===== src/rtl/branch_pkg.sv =====
// Shared definitions for the branch resolution block.
//   - Condition-code encodings (funct3 of RV32I branches)
//   - req_kind encodings
//   - FSM state type used by branch_ctrl
package branch_pkg;

    localparam logic [2:0] CMP_EQ  = 3'b000;
    localparam logic [2:0] CMP_NE  = 3'b001;
    localparam logic [2:0] CMP_LT  = 3'b100;
    localparam logic [2:0] CMP_GE  = 3'b101;
    localparam logic [2:0] CMP_LTU = 3'b110;
    localparam logic [2:0] CMP_GEU = 3'b111;

    localparam logic [1:0] KIND_BRANCH = 2'b00;
    localparam logic [1:0] KIND_JAL    = 2'b01;
    localparam logic [1:0] KIND_JALR   = 2'b10;
    localparam logic [1:0] KIND_NOP    = 2'b11;

    typedef enum logic [2:0] {
        ST_IDLE,
        ST_WAIT_OPND,
        ST_RESOLVE,
        ST_REDIRECT,
        ST_FLUSH
    } state_t;

endpackage


===== src/rtl/branch_ctrl_cmp_32.sv =====
// cmp_32: shared comparator evaluating one RV32I branch condition.
// Ports:
//   a, b  : operands (rs1, rs2)
//   code  : condition code (EQ/NE/LT/GE/LTU/GEU); 010/011 yield 0
//   cond  : result of the selected condition only
module cmp_32
    import branch_pkg::*;
#(
    parameter int DATA_W = 32
) (
    input  logic [DATA_W-1:0] a,
    input  logic [DATA_W-1:0] b,
    input  logic [2:0]        code,
    output logic              cond
);

    logic signed [DATA_W-1:0] a_s;
    logic signed [DATA_W-1:0] b_s;
    logic                     eq;
    logic                     lt_s;
    logic                     lt_u;

    assign a_s  = a;
    assign b_s  = b;
    assign eq   = (a == b);
    assign lt_s = (a_s < b_s);
    assign lt_u = (a < b);

    // Each code selects exactly one primitive; no OR-ing of terms across codes.
    always_comb begin
        cond = 1'b0;
        case (code)
            CMP_EQ:  cond = eq;
            CMP_NE:  cond = ~eq;
            CMP_LT:  cond = lt_s;
            CMP_GE:  cond = ~lt_s;
            CMP_LTU: cond = lt_u;
            CMP_GEU: cond = ~lt_u;
            default: cond = 1'b0;
        endcase
    end

endmodule


===== src/rtl/branch_ctrl.sv =====
// branch_ctrl: resolves one branch/jump at a time for the 5-stage RV32I core.
// Accepts an op from ID (valid/ready), waits for forwardable operands,
// evaluates the condition and target, and on a mispredict holds a redirect
// to IF until acknowledged, then raises flush for FLUSH_CYCLES cycles.
//
// Ports:
//   clk, rst                    clock, asynchronous active-high reset
//   req_valid/req_ready         ID handshake
//   req_kind, req_cmp           op kind and condition code
//   req_pc, req_imm             op PC and sign-extended immediate
//   req_pred_taken/req_pred_pc  fetch prediction
//   opnd_busy, rs1_data, rs2_data  operand availability and values
//   redirect_valid/pc/ack       refetch request to IF
//   flush                       squash younger instructions
//   res_valid, res_taken        one-cycle resolution pulse and direction
//
// Optional feature, macro BRANCH_STATS_EN: adds saturating 32-bit counters
// stat_resolved, stat_taken, stat_mispredict.
module branch_ctrl
    import branch_pkg::*;
#(
    parameter int XLEN         = 32,
    parameter int FLUSH_CYCLES = 2
) (
    input  logic            clk,
    input  logic            rst,
    input  logic            req_valid,
    output logic            req_ready,
    input  logic [1:0]      req_kind,
    input  logic [2:0]      req_cmp,
    input  logic [XLEN-1:0] req_pc,
    input  logic [XLEN-1:0] req_imm,
    input  logic            req_pred_taken,
    input  logic [XLEN-1:0] req_pred_pc,
    input  logic            opnd_busy,
    input  logic [XLEN-1:0] rs1_data,
    input  logic [XLEN-1:0] rs2_data,
    output logic            redirect_valid,
    output logic [XLEN-1:0] redirect_pc,
    input  logic            redirect_ack,
    output logic            flush,
    output logic            res_valid,
    output logic            res_taken
`ifdef BRANCH_STATS_EN
    ,
    output logic [31:0]     stat_resolved,
    output logic [31:0]     stat_taken,
    output logic [31:0]     stat_mispredict
`endif
);

    localparam int CNT_W = (FLUSH_CYCLES < 1) ? 1 : $clog2(FLUSH_CYCLES + 1);
    localparam logic [CNT_W-1:0] FLUSH_LOAD = CNT_W'(FLUSH_CYCLES);

    state_t            state;
    state_t            state_nxt;
    logic [CNT_W-1:0]  flush_cnt;
    logic [CNT_W-1:0]  cnt_nxt;

    logic [1:0]        op_kind;
    logic [2:0]        op_cmp;
    logic [XLEN-1:0]   op_pc;
    logic [XLEN-1:0]   op_imm;
    logic              op_pred_taken;
    logic [XLEN-1:0]   op_pred_pc;
    logic [XLEN-1:0]   op_rs1;
    logic [XLEN-1:0]   op_rs2;

    logic              accept;
    logic              opnd_load;
    logic              cond;
    logic              taken;
    logic [XLEN-1:0]   sum_pc;
    logic [XLEN-1:0]   sum_jalr;
    logic [XLEN-1:0]   target;
    logic [XLEN-1:0]   correct_pc;
    logic              mispredict;

    assign accept    = (state == ST_IDLE) && req_valid;
    // Operands are taken in the accept cycle if already forwardable,
    // otherwise in the first non-busy cycle of WAIT_OPND.
    assign opnd_load = (accept || (state == ST_WAIT_OPND)) && !opnd_busy;

    // Op capture (data path, no reset needed)
    always_ff @(posedge clk) begin
        if (accept) begin
            op_kind       <= req_kind;
            op_cmp        <= req_cmp;
            op_pc         <= req_pc;
            op_imm        <= req_imm;
            op_pred_taken <= req_pred_taken;
            op_pred_pc    <= req_pred_pc;
        end
        if (opnd_load) begin
            op_rs1 <= rs1_data;
            op_rs2 <= rs2_data;
        end
    end

    cmp_32 #(
        .DATA_W (XLEN)
    ) u_cmp (
        .a    (op_rs1),
        .b    (op_rs2),
        .code (op_cmp),
        .cond (cond)
    );

    // Resolution: direction, target and prediction check
    always_comb begin
        sum_pc   = op_pc + op_imm;
        sum_jalr = op_rs1 + op_imm;
        target   = (op_kind == KIND_JALR) ? {sum_jalr[XLEN-1:1], 1'b0} : sum_pc;
        case (op_kind)
            KIND_BRANCH: taken = cond;
            KIND_JAL:    taken = 1'b1;
            KIND_JALR:   taken = 1'b1;
            default:     taken = 1'b0;
        endcase
        correct_pc = taken ? target : (op_pc + XLEN'(4));
        mispredict = (taken != op_pred_taken) || (taken && (target != op_pred_pc));
    end

    // Control state
    always_ff @(posedge clk or posedge rst) begin
        if (rst) begin
            state       <= ST_IDLE;
            flush_cnt   <= '0;
            redirect_pc <= '0;
        end else begin
            state     <= state_nxt;
            flush_cnt <= cnt_nxt;
            if ((state == ST_RESOLVE) && mispredict) begin
                redirect_pc <= correct_pc;
            end
        end
    end

    always_comb begin
        state_nxt = state;
        cnt_nxt   = flush_cnt;
        case (state)
            ST_IDLE: begin
                if (req_valid) begin
                    state_nxt = opnd_busy ? ST_WAIT_OPND : ST_RESOLVE;
                end
            end
            ST_WAIT_OPND: begin
                if (!opnd_busy) begin
                    state_nxt = ST_RESOLVE;
                end
            end
            ST_RESOLVE: begin
                state_nxt = mispredict ? ST_REDIRECT : ST_IDLE;
            end
            ST_REDIRECT: begin
                if (redirect_ack) begin
                    if (FLUSH_CYCLES == 0) begin
                        state_nxt = ST_IDLE;
                    end else begin
                        state_nxt = ST_FLUSH;
                        cnt_nxt   = FLUSH_LOAD;
                    end
                end
            end
            ST_FLUSH: begin
                // Leaving on the count of 1 keeps flush high for exactly
                // FLUSH_CYCLES cycles.
                cnt_nxt = flush_cnt - CNT_W'(1);
                if (flush_cnt <= CNT_W'(1)) begin
                    state_nxt = ST_IDLE;
                    cnt_nxt   = '0;
                end
            end
            default: begin
                state_nxt = ST_IDLE;
                cnt_nxt   = '0;
            end
        endcase
    end

    assign req_ready      = (state == ST_IDLE);
    assign redirect_valid = (state == ST_REDIRECT);
    assign flush          = (state == ST_FLUSH);
    assign res_valid      = (state == ST_RESOLVE);
    assign res_taken      = (state == ST_RESOLVE) && taken;

`ifdef BRANCH_STATS_EN
    function automatic logic [31:0] sat_inc(input logic [31:0] v);
        return (v == 32'hFFFF_FFFF) ? v : (v + 32'd1);
    endfunction

    always_ff @(posedge clk or posedge rst) begin
        if (rst) begin
            stat_resolved   <= '0;
            stat_taken      <= '0;
            stat_mispredict <= '0;
        end else if (state == ST_RESOLVE) begin
            stat_resolved <= sat_inc(stat_resolved);
            if (taken) begin
                stat_taken <= sat_inc(stat_taken);
            end
            if (mispredict) begin
                stat_mispredict <= sat_inc(stat_mispredict);
            end
        end
    end
`endif

endmodule


===== config.mk =====
export PLATFORM = sky130hd
export DESIGN_NAME = branch_ctrl
export DESIGN_NICKNAME = d
export VERILOG_FILES = /design/src/rtl/branch_pkg.sv /design/src/rtl/branch_ctrl_cmp_32.sv /design/src/rtl/branch_ctrl.sv
export SDC_FILE = /design/constraint.sdc
export NUM_CORES = 1
export LEC_CHECK = 0
export CORE_MARGIN = 2
export CORE_UTILIZATION = 45
export DETAILED_ROUTE_END_ITERATION = 10
export DONT_BUFFER_PORTS = 1
export PLACE_DENSITY_LB_ADDON = 0.15
export SLEW_MARGIN = 20
export SYNTH_ARGS = -nofsm -noshare
export SYNTH_HDL_FRONTEND = slang
export SYNTH_HIERARCHICAL = 1
export SYNTH_SLANG_ARGS = --single-unit

===== constraint.sdc =====
create_clock -name clk -period 7.2 [get_ports clk]
set_input_delay 1.08 -clock clk [delete_from_list [all_inputs] [get_ports clk]]
set_output_delay 1.08 -clock clk [all_outputs]
set_load 0.01 [all_outputs]

Yosys cells after proc, flatten, opt, wreduce, memory -nomap -nowiden:

Index checks and enable logic that the tools add are counted.

* register bits: 203
* input port bits: 171
* output and inout port bits: 37
* word-level logic and storage cells: 69

* add/sub/neg operators: 4
* magnitude comparators: 3
* eq/ne operators: 18
* mux-type cells: 14
* bitwise logic cells: 4
* reduce and logical (&&, ||, !) cells: 15

Operator list (count)
* adder 32 bit: 2
* < comparator 32 bit: 2
* 2-to-1 mux 32 bit: 2
* adder 32 x 3 -> 32 bit (second input constant): 1
* equality test 32 bit: 1
* != test 32 bit: 1
* equality test 3 bit (second input constant): 5
* case mux 3 bit (5 select lines): 1
* 2-to-1 mux 3 bit: 4
* 2-to-1 mux 2 bit: 4
* equality test 3 x 1 -> 1 bit (second input constant): 2
* equality test 3 x 2 -> 1 bit (second input constant): 2
* zero test 3 bit: 2
* case mux 1 bit (6 select lines): 1
* case mux 2 bit (3 select lines): 1
* logical AND 1 bit: 5
* != test 2 x 1 -> 1 bit (second input constant): 2
* != test 2 bit (second input constant): 2
* NOT 1 bit: 4
* AND reduction 4 bit: 1
* OR reduction 3 bit: 1
* equality test 2 x 1 -> 1 bit (second input constant): 1
* equality test 2 bit (second input constant): 1
* less-or-equal comparator 2 x 1 -> 1 bit (second input constant): 1
* other kinds (8): 9

Longest topological paths before layout:

Gate-level depths: netlist of the first run.

* word-level depth: 8
* gate-level depth with buffers: 20
* depth with buffers taken out: 18

By module:

Netlist of the first run, hierarchy kept.

By module, submodules not included
* branch_ctrl: instances 1, cells an instance 1336, area an instance 13225.2 um2
* cmp_32: instances 1, cells an instance 119, area an instance 905.9 um2

Least setup slack after synthesis of the first run:

No wires, ideal clock.

* path kind: input port to flip-flop
* start point: input opnd_busy
* end point: register op_rs1[0] (enable)
* library setup time: 0.654 ns
* arrival: 7.428 ns
* required time: 6.546 ns
* slack: -0.883 ns
* stages: 1
* path through: nor4_1

* word-level cells in the longest chain between the ends: 2

Ends and longest elaborated chain
* start, declared: line branch_ctrl.sv:35 `input logic opnd_busy,`
* zero test 1 bit
* logical AND 1 bit: line branch_ctrl.sv:82 `assign opnd_load = (accept || (state == ST_WAIT_OPND)) && !opnd_busy;`
* end signal, assigned: line branch_ctrl.sv:95 `op_rs1 <= rs1_data;`
* end, declared: line branch_ctrl.sv:66 `logic [XLEN-1:0] op_rs1;`

Every way passes these cells.
A chain may end at the register's enable or synchronous reset.

Worst setup path after layout of the first run:

* start point: register op_rs1[31]
* end point: register redirect_pc[8]

* word-level cells in the longest chain between the ends: 7

Ends and longest elaborated chain
* < comparator 32 bit, or another cell as far along: line branch_ctrl_cmp_32.sv:27 `assign lt_u = (a < b);`
* NOT 1 bit (on tied branches): line branch_ctrl_cmp_32.sv:38, branch_ctrl_cmp_32.sv:34, branch_ctrl_cmp_32.sv:36
* case mux 1 bit (6 select lines) *: line branch_ctrl_cmp_32.sv:32 `case (code)`
* net cond: line branch_ctrl.sv:71 `logic cond;`
* case mux 1 bit (2 select lines) *: line branch_ctrl.sv:114 `case (op_kind)`
* != test 1 bit or logical AND 1 bit (tied branches): line branch_ctrl.sv:121 `mispredict = (taken != op_pred_taken) || (taken && (target != op_pred_pc));`
* logical OR 1 bit: line branch_ctrl.sv:121
* logical AND 1 bit: line branch_ctrl.sv:133 `if ((state == ST_RESOLVE) && mispredict) begin`
* end signal, assigned: line branch_ctrl.sv:134 `redirect_pc <= correct_pc;`
* end, declared: line branch_ctrl.sv:39 `output logic [XLEN-1:0] redirect_pc,`

Mark *: on every way through the listed nets, which the timed path passes. The rest lies on a longest branch.

==> metrics, run 1 <==
CP max FO 32; routability cong. 0.925; internal power 0.00340 W; Iter 0 DRT Violations between 900 and 1000; via count 11300; Worst Setup Start Kind flip-flop; DR pass1 iterations 5; min cycle time layout between 5000 and 6000 ps; crit-path most repeated cell nand4_1; cell area after placement about 14000 sq um; Routed WL per cell about 23 um; Post-synth EDFFs 166; Area growth, synth to finish 7.52%; IO Port Bufs 0; final slew viol count 0; r2r startpoint op_rs1[31]$_DFFE_PP_; leakage 5.62 nW; FILL cells 2838; Power Density 395 nW/um^2; Worst VDD drop 0.207 mV; Gates resized, CTS repair 0; boundary pin count 208; Max-cap violations 0; Slew headroom 38.7%; Comb pwr share 46.8%; total clock sinks 203; Synth top area share between 30% and 40%; reg-to-reg critical path endpoint redirect_pc[8]$_DFFE_PP0P_; global route overflow 0; overall power after layout 0.00600 W; Clock Latency Late Sink 540 ps; number of hold buffers added after cts 0; DIE WIDTH around 180 um; share of cells above drive strength 1 6.23%; first-pass GRT wire length 64.3 mm; Sw Pwr approximately 0.0026 W; Post-route DRC 0; vias in the first global route about 11000; total wire length 42.3 mm; Fin Hold WS between 500 and 600 ps; ANT nets after route 0; initial antenna violation count 3; largest net degree at the start of global routing 66; clk slew on worst S/H paths approximately 60 ps; Synthesis Warnings 6; CP delay by family, top simple AND/OR/NAND/NOR gates; share of power burned in registers 32.6%; distinct cell type count of the synthesized netlist 93; number of vias per cell 6.17; Final Cycle Share between 70% and 80%; worst-margin pin slew between 900 and 1000 ps; fin util 49.4%; cell taking the most area after synthesis edfxtp_1; critical path, cell by cell ha_1, nand4_2, nor4_2, nand4_1, xor2_1, nor3_1, a31o_1, a21oi_1, nor2_4, nand4_1, nor2_1, nand4_1, a2111oi_0, nand4_1, nor4b_4, buf_4, and3_1, buf_4, o211ai_1; clock power share 20.5%; Critical Path RT 7600 ps; CTS tree yes; Fin. Hold Viols 0; most frequent cell after synthesis edfxtp_1; worst hold path type input pin to async pin; CP Capture Type flip-flop; most frequent cells after synthesis 166 x edfxtp_1, 151 x nand2_1, 97 x ha_1; H-tree depth 1; R2R depth 19; Synth Flop Type edfxtp_1; RSZ-0062 raised after global routing no; clk buf depth 3; Post-CTS Setup Bufs 0; Setup Viol. Count Final 0; cell at the slowest stage of the critical path a2111oi_0; Post-Syn Instances roughly 1500; post-synthesis async set-or-reset flop share around 18%; hpwl dp 32.8 mm; GRT Util Overall 25.3%; die area 32800 sq um; CP Buf/Inv Count 2; switch share 43.4%; Final nets 1682; Seq/Total Area, Yosys 41.8%; CP startpoint op_rs1[31]$_DFFE_PP_; chip height 181 um; Starting Density 46.0%; synth top area cells edfxtp_1 35%, ha_1 8.6%, dfrtp_1 6.6%; Worst Path Arrival between 5000 and 6000 ps; clock skew 12.0 ps; Mapped Nets 1725; CTS root buf clkbuf_16; Mapped Area between 10000 and 15000 sq um; kind of critical path flip-flop to flip-flop; number of synthesized register bits 203; core area 30700 sq um; Setup TNS 0 ps; cts bufs inserted 24; cell area after layout between 15000 and 20000 sq um; r2r setup slk 1760 ps; CP peak stage delay 730 ps; FMAX about 180 MHz; outcome finished, final reports clean; Avg Cell Area, Syn 9.71 sq um; Core Rows 64
## how the worst max path moves through the flow
stage                                             end  slack, ps  cells past startpoint
after floorplan                   op_rs1[0]$_DFFE_PP_       1940                      1
after global placement    redirect_pc[30]$_DFFE_PP0P_       1870                     19
after detailed placement   redirect_pc[8]$_DFFE_PP0P_       1680                     19
after CTS                  redirect_pc[8]$_DFFE_PP0P_       1660                     19
after global routing      redirect_pc[27]$_DFFE_PP0P_       1290                     19
final                      redirect_pc[8]$_DFFE_PP0P_       1760                     19
## worst reg2reg max path, stage by stage, from the launching register on
cell       delay (ps)
edfxtp_1          440
ha_1              430
nand4_2           170
nor4_2            470
nand4_1           170
xor2_1            180
nor3_1            130
a31o_1            190
a21oi_1           130
nor2_4            150
nand4_1           110
nor2_1            110
nand4_1           120
a2111oi_0         730
nand4_1           270
nor4b_4           300
buf_4             370
and3_1            330
buf_4             330
o211ai_1          160
## routing by layer
layer | global-route usage, % | up-vias | share of wire, %
met5 | 0 | - | 0.031
met1 | 37.7 | 5373 | 46
met4 | 5.33 | 2 | 2.1
met2 | 37.7 | 400 | 43
met3 | 5.52 | 46 | 8.9
li1 | - | 5440 | -
## metrics by stage
stage	worst slack, ps	instances
finish	1760	1825
CTS	1660	1824
global route	1290	1824
detailed placement	1680	1782
global placement	1870	1782
floorplan	1940	1455
## registers in the layout (all words and copies together) (netlist names)
name / cells
op_cmp: 3
op_imm: 32
op_pred_taken: 1
redirect_pc: 32
op_rs2: 32
flush_cnt: 2
op_kind: 2
op_rs1: 32
op_pc: 32
op_pred_pc: 32
state: 3
## final cells by class
class,count,area [sq um],area share [%]
clock buffer,33,666,4.38
inverter,62,233,1.53
antenna,1,2.50,0.0165
multi-input combinational,1110,7680,50.6
sequential,203,5910,38.9
clock inverter,9,121,0.799
tap,396,495,3.26
timing repair buffer,11,82.6,0.544
## power by group through the flow
stage	Sequential, W	Combinational (W)	Clock, W
after floorplan	0.00186	0.00209	0
after global placement	0.00197	0.00275	0
after detailed placement	0.00198	0.00277	0
after CTS	0.00196	0.00278	0.00126
after global routing	0.00200	0.00310	0.00130
final	0.00196	0.00281	0.00123
## cell families (layout without fill, tap and decap cells)
| group | count (synthesis) | after routing | share of synthesized area, % |
|---|---|---|---|
| XOR/XNOR | 94 | 94 | 6.02 |
| buffers and inverters | 142 | 115 | 4.13 |
| adder cells (fa/ha/maj) | 99 | 99 | 8.87 |
| AO/OA/AOI/OAI | 395 | 395 | 19.3 |
| AND/OR/NAND/NOR | 492 | 492 | 17.7 |
| flip-flops | 203 | 203 | 41.8 |
| multiplexers | 30 | 30 | 2.16 |
| other | 0 | 1 | 0 |
## cell usage in the layout (no fill, tap or decap), types with 25 or more instances in the layout
cell type,n
edfxtp_1,166
mux2i_1,26
ha_1,96
o211ai_1,73
o21ai_0,53
nand4_1,56
xor2_1,35
dfrtp_1,37
inv_1,62
a21oi_1,93
nand3_1,59
nand2_1,151
clkbuf_16,25
nor3_1,26
nor2_1,80
xnor2_1,57
No activity file was read; power rests on OpenSTA's default activity.
==> inputs of run 2 (changes only) <==
clock period = 4.6 ns   (was 7.2 ns; I/O delays follow)
==> metrics, run 2 (synthesis results as in run 1) <==
total wire length 41.5 mm; outcome finished, final reports clean; internal power ~0.0053 W; cts bufs inserted 23; vias in the first global route about 11000; worst slack at placement 82.7 ps; via count 11400; cell area after placement 14700 sq um; worst-margin pin slew 936 ps; register area 5910 sq um; die area 32800 sq um; clock skew 11.3 ps; Critical Path RT 4990 ps; global route overflow 0; Core Rows 64; Post-route DRC 0; chip height roughly 180 um; leakage 5.78 nW; CP max FO 16; RSZ-0062 raised after global routing no; core area 30700 sq um; CTS tree yes; Comb pwr share 48.6%; Worst VDD drop 0.414 mV; Max-cap violations 0; Slew headroom 37.0%; worst hold path type input pin to async pin; Final Cycle Share around 93%; Final Non-Filler Cells between 1500 and 2000; share of cells above drive strength 1 under 10%; DR pass1 iterations 5; H-tree depth 1; Starting Density 46.0%; number of hold buffers added after cts 0; Clock Latency Late Sink 520 ps; Fin. Hold Viols 0; Setup WS post-layout 314 ps; FILL cells between 2000 and 3000; reg-to-reg critical path endpoint redirect_pc[15]$_DFFE_PP0P_; Worst Path Arrival 4680 ps; Cells after DPL 1817; CTS root buf clkbuf_16; DIE WIDTH 181 um; number of vias per cell 6.13; CP startpoint op_imm[8]$_DFFE_PP_; GRT Util Overall 24.7%; share of power burned in registers 32.8%; routability cong. 0.886; first-pass GRT wire length 62.8 mm; Power Density ~600 nW/um^2; cell area after layout approximately 15000 sq um; total clock sinks between 200 and 250; clock power share 18.6%; most frequent cells in the layout 166 x edfxtp_1, 151 x nand2_1, 96 x ha_1; most common cell after layout, fill and taps aside edfxtp_1; hpwl dp 32.4 mm; initial antenna violation count 1; Routed WL per cell 22.3 um; multi-input logic area ~7700 sq um; Setup Viol. Count Final 0; clk buf depth 3; Iter 0 DRT Violations roughly 1000; FMAX about 230 MHz; Area growth, synth to finish 9.59%; largest net degree at the start of global routing 66; r2r startpoint op_imm[8]$_DFFE_PP_; switch share 43.4%; CP Capture Type flip-flop; final slew viol count 0; ANT nets after route 0; IO Port Bufs 0; R2R depth 13; Worst Setup Start Kind flip-flop; boundary pin count 208; Sw Pwr about 0.0041 W; r2r setup slk 310 ps; clk slew on worst S/H paths 60 ps; Worst Setup EP redirect_pc[15]$_DFFE_PP0P_; kind of critical path flip-flop to flip-flop; Final nets 1718; Setup TNS 0 ps; min cycle time layout 4290 ps; fin util between 50% and 60%
run 2: metrics by stage:
| step | hold WS, ps | power, W |
|---|---|---|
| floorplan | 485 | 0.00618 |
| global placement | 506 | 0.00753 |
| detailed placement | 529 | 0.00758 |
| CTS | 179 | 0.00934 |
| global route | 194 | 0.00999 |
| finish | 163 | 0.00936 |
run 2: cell type report:
cell class	count	area share [%]
Multi-Input combinational cell	1110	49.9
Clock buffer	30	4.02
Timing Repair Buffer	48	2.68
Sequential cell	203	38.2
Inverter	62	1.50
Tap cell	396	3.20
Antenna cell	1	0.0162
Clock inverter	11	0.549
run 2: worst min-delay path by stage:
stage / to / slack, ps / cells after the start
floorplan: flush_cnt[1]$_DFFE_PP0P_ / 480 / 2
global placement: flush_cnt[1]$_DFFE_PP0P_ / 510 / 2
detailed placement: flush_cnt[1]$_DFFE_PP0P_ / 530 / 2
CTS: flush_cnt[0]$_DFFE_PP0P_ / 180 / 2
global route: flush_cnt[1]$_DFFE_PP0P_ / 190 / 2
finish: flush_cnt[0]$_DFFE_PP0P_ / 160 / 2
run 2: power by group through the flow:
stage                     registers (W)  clock network (W)  logic [W]
after global routing            0.00313            0.00185    0.00501
after floorplan                 0.00291                  0    0.00327
after CTS                       0.00307            0.00178    0.00450
after detailed placement        0.00310                  0    0.00448
after global placement          0.00309                  0    0.00444
final                           0.00307            0.00174    0.00455
run 2: layer usage:
| metal | up-vias | track usage, % | wire [um] |
|---|---|---|---|
| met2 | 404 | 35.8 | 17400 |
| met3 | 52 | 4.96 | 3260 |
| met4 | 0 | 5.66 | 886 |
| met1 | 5423 | 37.7 | 20000 |
| li1 | 5522 | - | - |
| met5 | - | 0 | 0 |
run 2: critical path, cell delays in order (launching register included):
cell,delay [ps]
edfxtp_1,480
ha_1,380
a21oi_1,250
o21ai_0,150
nor3_2,380
a21oi_1,180
nor4_1,380
nor4_1,200
a211o_1,330
a2111oi_2,540
nor4b_4,330
and3_4,270
clkbuf_16,180
o211ai_1,110
run 2: what timing repair did:
item,in CTS,in global routing
setup buffers,0,1
endpoints found under the setup margin,0,34
resized for setup,0,8
hold endpoints to repair,0,0
==> inputs of run 3 (changes only) <==
SKIP_CTS_REPAIR_TIMING = 1   (was default)
==> results of run 3 <==
Same layout as run 2: the final DEF is identical, and so are final timing and power.
